--- src/rtl/mem_pkg.sv ---
// Shared encodings for the flash transaction sequencer: port opcodes,
// flash command bytes, FSM state codes and the default burst length.
package mem_pkg;

    typedef enum logic [1:0] {
        CMD_READ    = 2'b00,
        CMD_WRITE   = 2'b01,
        CMD_ERASE   = 2'b10,
        CMD_ILLEGAL = 2'b11
    } cmd_op_t;

    localparam logic [7:0] FL_WREN = 8'h06;
    localparam logic [7:0] FL_READ = 8'h03;
    localparam logic [7:0] FL_PP   = 8'h02;
    localparam logic [7:0] FL_SE   = 8'h20;
    localparam logic [7:0] FL_RDSR = 8'h05;

    localparam int TXN_LEN_DEF = 32;

    localparam logic [3:0] ST_IDLE     = 4'd0;
    localparam logic [3:0] ST_WREN     = 4'd1;
    localparam logic [3:0] ST_GAP      = 4'd2;
    localparam logic [3:0] ST_OPC      = 4'd3;
    localparam logic [3:0] ST_ADDR     = 4'd4;
    localparam logic [3:0] ST_RDATA    = 4'd5;
    localparam logic [3:0] ST_RHOLD    = 4'd6;
    localparam logic [3:0] ST_WDATA    = 4'd7;
    localparam logic [3:0] ST_POLL_OPC = 4'd8;
    localparam logic [3:0] ST_POLL     = 4'd9;
    localparam logic [3:0] ST_DONE     = 4'd10;

    // States that own exactly one SPI byte shift at a time.
    function automatic logic is_byte_slot(input logic [3:0] s);
        return (s == ST_WREN) || (s == ST_OPC) || (s == ST_ADDR) ||
               (s == ST_RDATA) || (s == ST_WDATA) ||
               (s == ST_POLL_OPC) || (s == ST_POLL);
    endfunction

endpackage

--- src/rtl/mem_txn_sequencer.sv ---
// Expands one port command into the flash byte sequence (WREN, opcode, address,
// data, status polling). Define MEM_TXN_TIMEOUT_EN to bound status polling by POLL_MAX.
module mem_txn_sequencer
    import mem_pkg::*;
#(
    parameter int TXN_LEN  = TXN_LEN_DEF,
    parameter int CS_GAP   = 2,
    parameter int POLL_MAX = 65535
) (
    input  logic        clk,
    input  logic        rst_n,
    input  logic        in_cmd_valid,
    output logic        out_cmd_ready,
    input  logic [1:0]  in_cmd_opcode,
    input  logic [23:0] in_cmd_addr,
    output logic        out_rd_valid,
    output logic [7:0]  out_rd_data,
    input  logic        in_rd_ack,
    input  logic        in_wr_valid,
    input  logic [7:0]  in_wr_data,
    output logic        out_wr_ready,
    output logic        out_done,
    output logic        out_err,
    output logic        out_spi_cs_n,
    output logic        out_spi_start,
    output logic [7:0]  out_spi_tx,
    input  logic        in_spi_done,
    input  logic [7:0]  in_spi_rx
);

    localparam int CNT_W = $clog2(TXN_LEN + 1);
    localparam int GAP_W = $clog2(CS_GAP + 1);

    if (TXN_LEN < 1 || TXN_LEN > 256 || CS_GAP < 1 || POLL_MAX < 1) begin : g_bad_param
        $error("mem_txn_sequencer: parameter out of range");
    end

    logic [3:0]       state;
    logic [3:0]       gap_next;
    logic [1:0]       op;
    logic [23:0]      addr;
    logic [1:0]       addr_idx;
    logic [CNT_W-1:0] byte_cnt;
    logic [GAP_W-1:0] gap_cnt;
    logic             issued;
    logic [7:0]       wdata;
    logic             cs_n;
    logic             err;
    logic             rd_valid;
    logic [7:0]       rd_data;
    logic             start;
    logic             byte_done;
    logic             wr_accept;
    logic [7:0]       tx;

`ifdef MEM_TXN_TIMEOUT_EN
    localparam int PW = $clog2(POLL_MAX + 1);
    logic [PW-1:0] poll_cnt;
`endif

    // issued marks the single byte in flight; done pulses outside it are ignored.
    always_comb begin
        wr_accept = (state == ST_WDATA) && !issued && in_wr_valid;
        start     = is_byte_slot(state) && !issued && ((state != ST_WDATA) || in_wr_valid);
        byte_done = issued && in_spi_done;
    end

    always_comb begin
        tx = 8'h00;
        case (state)
            ST_WREN:     tx = FL_WREN;
            ST_OPC:      tx = (op == CMD_READ) ? FL_READ : ((op == CMD_WRITE) ? FL_PP : FL_SE);
            ST_ADDR: begin
                case (addr_idx)
                    2'd0:    tx = addr[23:16];
                    2'd1:    tx = addr[15:8];
                    default: tx = addr[7:0];
                endcase
            end
            ST_WDATA:    tx = issued ? wdata : in_wr_data;
            ST_POLL_OPC: tx = FL_RDSR;
            default:     tx = 8'h00;
        endcase
    end

    always_ff @(posedge clk or negedge rst_n) begin
        if (!rst_n) begin
            state    <= ST_IDLE;
            gap_next <= ST_IDLE;
            op       <= 2'b00;
            addr     <= 24'h0;
            addr_idx <= 2'd0;
            byte_cnt <= '0;
            gap_cnt  <= '0;
            issued   <= 1'b0;
            wdata    <= 8'h00;
            cs_n     <= 1'b1;
            err      <= 1'b0;
            rd_valid <= 1'b0;
            rd_data  <= 8'h00;
`ifdef MEM_TXN_TIMEOUT_EN
            poll_cnt <= '0;
`endif
        end else begin
            if (start)
                issued <= 1'b1;
            else if (byte_done)
                issued <= 1'b0;
            if (wr_accept)
                wdata <= in_wr_data;

            case (state)
                ST_IDLE: begin
                    if (in_cmd_valid) begin
                        op       <= in_cmd_opcode;
                        addr     <= in_cmd_addr;
                        addr_idx <= 2'd0;
                        byte_cnt <= CNT_W'(TXN_LEN);
                        case (in_cmd_opcode)
                            CMD_READ: begin
                                cs_n  <= 1'b0;
                                state <= ST_OPC;
                            end
                            CMD_WRITE, CMD_ERASE: begin
                                cs_n  <= 1'b0;
                                state <= ST_WREN;
                            end
                            default: begin
                                err   <= 1'b1;
                                state <= ST_DONE;
                            end
                        endcase
                    end
                end
                ST_WREN: begin
                    if (byte_done) begin
                        cs_n     <= 1'b1;
                        gap_cnt  <= GAP_W'(CS_GAP - 1);
                        gap_next <= ST_OPC;
                        state    <= ST_GAP;
                    end
                end
                ST_GAP: begin
                    if (gap_cnt == '0) begin
                        cs_n  <= 1'b0;
                        state <= gap_next;
                    end else begin
                        gap_cnt <= gap_cnt - GAP_W'(1);
                    end
                end
                ST_OPC: begin
                    if (byte_done)
                        state <= ST_ADDR;
                end
                ST_ADDR: begin
                    if (byte_done) begin
                        if (addr_idx == 2'd2) begin
                            case (op)
                                CMD_READ:  state <= ST_RDATA;
                                CMD_WRITE: state <= ST_WDATA;
                                default: begin
                                    cs_n     <= 1'b1;
                                    gap_cnt  <= GAP_W'(CS_GAP - 1);
                                    gap_next <= ST_POLL_OPC;
                                    state    <= ST_GAP;
                                end
                            endcase
                        end else begin
                            addr_idx <= addr_idx + 2'd1;
                        end
                    end
                end
                ST_RDATA: begin
                    if (byte_done) begin
                        rd_data  <= in_spi_rx;
                        rd_valid <= 1'b1;
                        state    <= ST_RHOLD;
                    end
                end
                ST_RHOLD: begin
                    if (in_rd_ack) begin
                        rd_valid <= 1'b0;
                        if (byte_cnt == CNT_W'(1)) begin
                            cs_n  <= 1'b1;
                            state <= ST_DONE;
                        end else begin
                            byte_cnt <= byte_cnt - CNT_W'(1);
                            state    <= ST_RDATA;
                        end
                    end
                end
                ST_WDATA: begin
                    if (byte_done) begin
                        if (byte_cnt == CNT_W'(1)) begin
                            cs_n     <= 1'b1;
                            gap_cnt  <= GAP_W'(CS_GAP - 1);
                            gap_next <= ST_POLL_OPC;
                            state    <= ST_GAP;
                        end else begin
                            byte_cnt <= byte_cnt - CNT_W'(1);
                        end
                    end
                end
                ST_POLL_OPC: begin
                    if (byte_done) begin
`ifdef MEM_TXN_TIMEOUT_EN
                        poll_cnt <= PW'(POLL_MAX);
`endif
                        state <= ST_POLL;
                    end
                end
                ST_POLL: begin
                    if (byte_done) begin
                        if (!in_spi_rx[0]) begin
                            cs_n  <= 1'b1;
                            state <= ST_DONE;
                        end
`ifdef MEM_TXN_TIMEOUT_EN
                        else if (poll_cnt == PW'(1)) begin
                            cs_n  <= 1'b1;
                            err   <= 1'b1;
                            state <= ST_DONE;
                        end else begin
                            poll_cnt <= poll_cnt - PW'(1);
                        end
`endif
                    end
                end
                ST_DONE: begin
                    err   <= 1'b0;
                    state <= ST_IDLE;
                end
                default: begin
                    cs_n  <= 1'b1;
                    state <= ST_IDLE;
                end
            endcase
        end
    end

    assign out_cmd_ready = (state == ST_IDLE);
    assign out_done      = (state == ST_DONE);
    assign out_err       = err;
    assign out_rd_valid  = rd_valid;
    assign out_rd_data   = rd_data;
    assign out_wr_ready  = wr_accept;
    assign out_spi_cs_n  = cs_n;
    assign out_spi_start = start;
    assign out_spi_tx    = tx;

endmodule

--- config.mk ---
export PLATFORM = sky130hd
export DESIGN_NAME = mem_txn_sequencer
export DESIGN_NICKNAME = d
export VERILOG_FILES = /design/src/rtl/mem_pkg.sv /design/src/rtl/mem_txn_sequencer.sv
export SDC_FILE = /design/constraint.sdc
export NUM_CORES = 1
export LEC_CHECK = 0
export CORE_UTILIZATION = 45
export CTS_BUF_LIST = sky130_fd_sc_hd__clkbuf_4 sky130_fd_sc_hd__clkbuf_8
export DETAILED_ROUTE_END_ITERATION = 10
export PLACE_DENSITY = 0.8
export SYNTH_ARGS = -nofsm -noshare
export SYNTH_HDL_FRONTEND = slang
export SYNTH_SLANG_ARGS = --single-unit
--- constraint.sdc ---
create_clock -name clk -period 3.4 [get_ports clk]
set_clock_uncertainty 0.2 [all_clocks]
set_input_delay 0.34 -clock clk [delete_from_list [all_inputs] [get_ports clk]]
set_output_delay 0.34 -clock clk [all_outputs]
set_load 0.01 [all_outputs]
==> impl_metrics.env, run 1 <==
export IMPL_status="finished, violations left"
export IMPL_violations="hold timing"
export IMPL_ant_nets=0
export IMPL_p_seq_frac=0.320
export IMPL_slew_violations=0
export IMPL_worstRegToRegCells=6
export IMPL_max_slew_margin_rel=0.291
export IMPL_ys_flop_type="dfrtp_1"
export IMPL_syn_cell_area_um2=3430
export IMPL_async_flop_share=1.00
export IMPL_whs_ns=-0.0235
export IMPL_cap_violations=0
export IMPL_reg2reg_from="state[1]"
export IMPL_cts_made_buffers=9
export IMPL_die_h_um=89.3
export IMPL_yosysTopAreaCellShare=0.445
export IMPL_yosysMostFrequentCell="dfrtp_1"
export IMPL_dpl_hpwl_um=5800
export IMPL_path_max_fanout=9
export IMPL_max_slew_worst_pin_slew_ns=1.06
export IMPL_synth_edff_count=0
export IMPL_start_kind="register"
export IMPL_cts_sinks=62
export IMPL_core_area_um2=7290
export IMPL_reg2reg_to="state[2]"
export IMPL_num_rows=31
export IMPL_vdd_drop_max_v=0.000441
export IMPL_grt_pass1_wl_um=12800
export IMPL_yosysUniqueCellTypes=55
export IMPL_avgSynthCellArea_um2=10.7
export IMPL_hold_viol_final=30
export IMPL_fp_dieW_um=89.3
export IMPL_initial_core_util=0.470
export IMPL_cts_clk_slew_worst_paths_ns=0.08
export IMPL_die_area_um2=7970
export IMPL_nNetsFinal=449
export IMPL_yosysTopAreaCell="dfrtp_1"
export IMPL_synth_seq_area_share=0.453
export IMPL_numPortBuffers=70
export IMPL_arrival_ns=2.63
export IMPL_overflow=0
export IMPL_synth_seq_cells=62
export IMPL_antenna_cells=0
export IMPL_synth_cells=322
export IMPL_holdCritPathClass="in2async"
export IMPL_area_growth_pct=29.5
export IMPL_drive_gt1_frac=0.209
export IMPL_regToRegSetupSlack_ns=0.82
export IMPL_fmax_mhz=316
export IMPL_syn_nets=378
export IMPL_cts_buffer_depth=2
export IMPL_gp_congestion=0.883
export IMPL_p_clk_frac=0.170
export IMPL_wl_um=8030
export IMPL_post_cts_buffers=0
export IMPL_wl_per_cell_um=16.2
export IMPL_nFillCells=634
export IMPL_ctsRootBufferMaster="clkbuf_8"
export IMPL_gr_usage_all_layers=0.215
export IMPL_rsz0062_at_grt="no"
export IMPL_cts_tree="done"
export IMPL_power_leakage_nw=1.89
export IMPL_p_int_w=0.00266
export IMPL_synth_common_cells="61 x dfrtp_1, 46 x mux2_2, 24 x nand2_1"
export IMPL_p_sw_w=0.00169
export IMPL_tns_ns=0
export IMPL_dr_first_iter_drc_count=290
export IMPL_h_tree_depth=3
export IMPL_period_needed_ns=3.17
export IMPL_first_pass_iters=4
export IMPL_p_sw_frac=0.388
export IMPL_setup_worst_path_end_class="output pin"
export IMPL_power_density_nw_per_um2=979
export IMPL_crit_start="addr_idx[0]"
export IMPL_synthTopCellsByArea="dfrtp_1 45%, mux2_2 15%, mux2i_1 3.5%"
export IMPL_crit_type="reg2out"
export IMPL_fin_util=0.609
export IMPL_clk_latency_ns=0.35
export IMPL_finalPower_w=0.00435
export IMPL_antenna_found_initial=0
export IMPL_vias=2770
export IMPL_period_share=0.931
export IMPL_yosys_warnings=0
export IMPL_grt_max_degree=49
export IMPL_final_setup_viol_count=0
export IMPL_boundaryPins=71
export IMPL_p_comb_frac=0.511
export IMPL_vias_per_cell=5.57
export IMPL_route_detailed_drc=0
export IMPL_cp_data_required_time_ns=2.86
export IMPL_grt_pass1_vias=2631
placed cells by master (no fill, tap or decap), types with 2 or more instances in the layout:
cell,count
ha_1,8
nand2b_1,9
clkbuf_8,9
a41oi_1,2
a21oi_1,19
o221ai_1,2
clkdlybuf4s50_1,69
buf_4,9
o22a_1,2
o21ai_0,14
or4_1,2
a31oi_1,2
a221oi_1,3
inv_1,12
nor4_1,2
dfrtp_1,61
o22ai_1,8
a22oi_1,4
nor2b_1,3
nor3b_1,2
mux2_2,46
nand2_1,24
a22o_1,5
o32ai_1,3
clkinvlp_4,2
bufinv_16,2
or2_2,2
nor3_1,4
nand3_1,5
mux2i_1,12
nor2_1,22
final cells by class:
type,count,area [um2],area share
Clock inverter,7,97.6,0.0220
Timing Repair Buffer,79,763,0.172
Inverter,12,45.0,0.0101
Multi-Input combinational cell,229,1740,0.391
Tap cell,99,124,0.0279
Sequential cell,62,1550,0.350
Clock buffer,9,124,0.0279
routing by layer:
metal	part of all wire	GRT usage	vias to the layer above
met2	0.47	0.337	110
met3	0.055	0.0425	14
met4	0.016	0.0808	0
met1	0.46	0.294	1333
li1	-	-	1313
met5	0	0	-
worst max-delay path by stage:
stage | slack (ns) | end
3_3_place_gp | 0.65 | out_spi_tx[5]
6_report | 0.23 | out_spi_tx[2]
3_5_place_dp | 0.54 | out_spi_tx[5]
4_1_cts | 0.14 | out_spi_tx[2]
2_1_floorplan | 1.18 | gap_next[3]
5_1_grt | 0.09 | out_spi_tx[5]
repair_timing:
action | CTS | global route
hold buffers | 0 | 0
endpoints found under the setup margin | 0 | 2
gates resized for setup | 0 | 1
logic make-up (layout without fill, tap and decap cells):
| logic type | after synthesis | after routing | synth area share |
|---|---|---|---|
| simple gates | 88 | 88 | 0.142 |
| compound gates | 72 | 72 | 0.138 |
| flops | 62 | 62 | 0.453 |
| mux | 59 | 59 | 0.190 |
| buf+inv | 31 | 107 | 0.0420 |
| fa+ha+maj | 8 | 8 | 0.0292 |
| xor+xnor | 2 | 2 | 0.00511 |
state kept, by name, summed over array words and instances, names as in the netlist:
register      flops
out_err           1
gap_cnt           2
gap_next          2
issued            1
byte_cnt          6
addr             24
wdata             8
out_rd_data       8
out_spi_cs_n      1
addr_idx          2
out_rd_valid      1
op                2
state             4
worst max-delay path, stage by stage (launching register included):
cell and delay, ns:
dfrtp_1 0.38, inv_1 0.09, ha_1 0.33, nor2_2 0.32
nand2_1 0.09, a21oi_1 0.17, a21oi_1 0.06, o32ai_1 0.23
clkdlybuf4s50_1 0.62
power groups by stage:
stage	sequential [W]	clock, W	combinational, W
after floorplan	0.00132	0	0.00159
after global placement	0.00139	0	0.00214
after detailed placement	0.00140	0	0.00219
after CTS	0.00139	0.000750	0.00221
after global routing	0.00143	0.000779	0.00244
final	0.00139	0.000738	0.00222
stage by stage:
stage          instance area [um2]  worst slack, ns  std cells
2_1_floorplan                 3430             1.18        322
3_3_place_gp                  4220            0.646        481
3_5_place_dp                  4220            0.537        481
4_1_cts                       4440            0.139        497
5_1_grt                       4440           0.0896        497
6_report                      4440            0.233        497
Note: power is estimated with default switching activity, not from simulation.
==> run 2: changes to the inputs <==
==> constraint.sdc (replaced) <==
create_clock -name clk -period 3.56 [get_ports clk]
set_clock_uncertainty 0.2 [all_clocks]
set_input_delay 0.356 -clock clk [delete_from_list [all_inputs] [get_ports clk]]
set_output_delay 0.356 -clock clk [all_outputs]
set_load 0.01 [all_outputs]
==> impl_metrics.env, run 2 (synthesis results as in run 1) <==
export IMPL_status="finished clean"
export IMPL_grt_pass1_wl_um=13000
export IMPL_worstRegToRegCells=6
export IMPL_regToRegSetupSlack_ns=0.72
export IMPL_post_cts_buffers=0
export IMPL_route_detailed_drc=0
export IMPL_hold_viol_final=0
export IMPL_max_slew_margin_rel=0.260
export IMPL_ant_nets=0
export IMPL_period_share=0.933
export IMPL_cts_sinks=62
export IMPL_max_slew_worst_pin_slew_ns=1.11
export IMPL_numPortBuffers=70
export IMPL_antenna_cells=0
export IMPL_power_leakage_nw=1.87
export IMPL_nNetsFinal=446
export IMPL_ctsRootBufferMaster="clkbuf_8"
export IMPL_first_pass_iters=5
export IMPL_ctsResizeCount=0
export IMPL_layout_commonest_cell="clkdlybuf4s50_1"
export IMPL_setup_worst_path_end_class="output pin"
export IMPL_area_growth_pct=28.0
export IMPL_clk_latency_ns=0.35
export IMPL_dr_first_iter_drc_count=295
export IMPL_whs_ns=0.0200
export IMPL_reg2reg_to="state[0]"
export IMPL_vias_per_cell=5.64
export IMPL_wl_per_cell_um=16.2
export IMPL_overflow=0
export IMPL_power_density_nw_per_um2=921
export IMPL_nFillCells=621
export IMPL_dpl_hpwl_um=5930
export IMPL_drive_gt1_frac=0.200
export IMPL_gr_usage_all_layers=0.218
export IMPL_most_common_layout_cells="69 x clkdlybuf4s50_1, 61 x dfrtp_1, 46 x mux2_2, 24 x nand2_1, 23 x nor2_1"
export IMPL_period_needed_ns=3.32
export IMPL_cts_clk_slew_worst_paths_ns=0.07
export IMPL_fmax_mhz=301
export IMPL_crit_chain="inv_1, ha_1, nor2_1, nand2_1, a21oi_1, a41oi_1, o22ai_1, clkdlybuf4s50_1"
export IMPL_cp_slowest_cell="clkdlybuf4s50_1"
export IMPL_holdCritPathClass="in2async"
export IMPL_start_kind="register"
export IMPL_arrival_ns=2.77
export IMPL_initial_core_util=0.470
export IMPL_slowest_delay_ns=0.59
export IMPL_cap_violations=0
export IMPL_postCtsHoldBufs=0
export IMPL_cts_buffer_depth=2
export IMPL_wl_um=8000
export IMPL_num_rows=31
export IMPL_cts_made_buffers=9
export IMPL_tns_ns=0
export IMPL_h_tree_depth=3
export IMPL_die_area_um2=7970
export IMPL_rsz0062_at_grt="no"
export IMPL_die_h_um=89.3
export IMPL_antenna_found_initial=0
export IMPL_fp_dieW_um=89.3
export IMPL_path_max_fanout=9
export IMPL_cts_tree="done"
export IMPL_boundaryPins=71
export IMPL_grt_pass1_vias=2803
export IMPL_final_setup_viol_count=0
export IMPL_reg2reg_from="state[1]"
export IMPL_vdd_drop_max_v=0.000415
export IMPL_crit_type="reg2out"
export IMPL_gp_congestion=0.921
export IMPL_core_area_um2=7290
export IMPL_slew_violations=0
export IMPL_vias=2788
export IMPL_largest_reg_flops=24
export IMPL_grt_max_degree=51
export IMPL_regMostFlops="addr"
export IMPL_cp_data_required_time_ns=3.00
[run 2: cell type report]
type                            count  area [um2]  area share
Timing Repair Buffer               76         741       0.169
Inverter                           12        45.0      0.0103
Sequential cell                    62        1550       0.354
Multi-Input combinational cell    229        1730       0.395
Tap cell                           99         124      0.0282
Clock inverter                      4        47.5      0.0108
Clock buffer                       12         146      0.0334
[run 2: stage by stage]
stage / instances / setup slack, ns / utilization / total power [W] / area (um2)
after floorplan: 322 / 1.34 / - / 0.00277 / 3430
after global placement: 478 / 0.694 / 0.575 / 0.00335 / 4200
after detailed placement: 478 / 0.652 / 0.575 / 0.00343 / 4200
after CTS: 494 / 0.246 / 0.602 / 0.00405 / 4390
after global routing: 494 / 0.0240 / 0.602 / 0.00433 / 4390
final: 494 / 0.238 / 0.602 / 0.00404 / 4390
[run 2: worst max path at each step]
stage                 from             to  slack (ns)  cells after the start
2_1_floorplan  byte_cnt[1]    gap_next[3]        1.34                      7
3_3_place_gp   addr_idx[0]  out_spi_tx[5]        0.69                      8
3_5_place_dp   addr_idx[0]  out_spi_tx[5]        0.65                      8
4_1_cts        addr_idx[0]  out_spi_tx[5]        0.25                      8
5_1_grt        addr_idx[0]  out_spi_tx[5]        0.02                      8
6_report       addr_idx[0]  out_spi_tx[5]        0.24                      8
[run 2: power breakdown]
| part | switching, W | leakage, nW | internal, W | total, W |
|---|---|---|---|---|
| combinational | 0.000967 | 1.01 | 0.00108 | 0.00205 |
| sequential | 0.000328 | 0.760 | 0.00105 | 0.00138 |
| clock | 0.000272 | 0.101 | 0.000344 | 0.000616 |
[run 2: worst max-delay path: cells and delay by family, from the launching register on]
family | cells | cell delay [ns]
buffers and inverters | 2 | 0.67
adders and majority gates | 1 | 0.33
AOI/OAI and AO/OA | 3 | 0.47
DFF | 1 | 0.37
and+or+nand+nor | 2 | 0.57
[run 2: per-layer routing]
metal,routed length (um),vias up,track usage
li1,-,1314,-
met1,3290,1343,0.272
met2,3960,117,0.369
met3,638,14,0.0471
met4,110,0,0.0837
met5,0,-,0
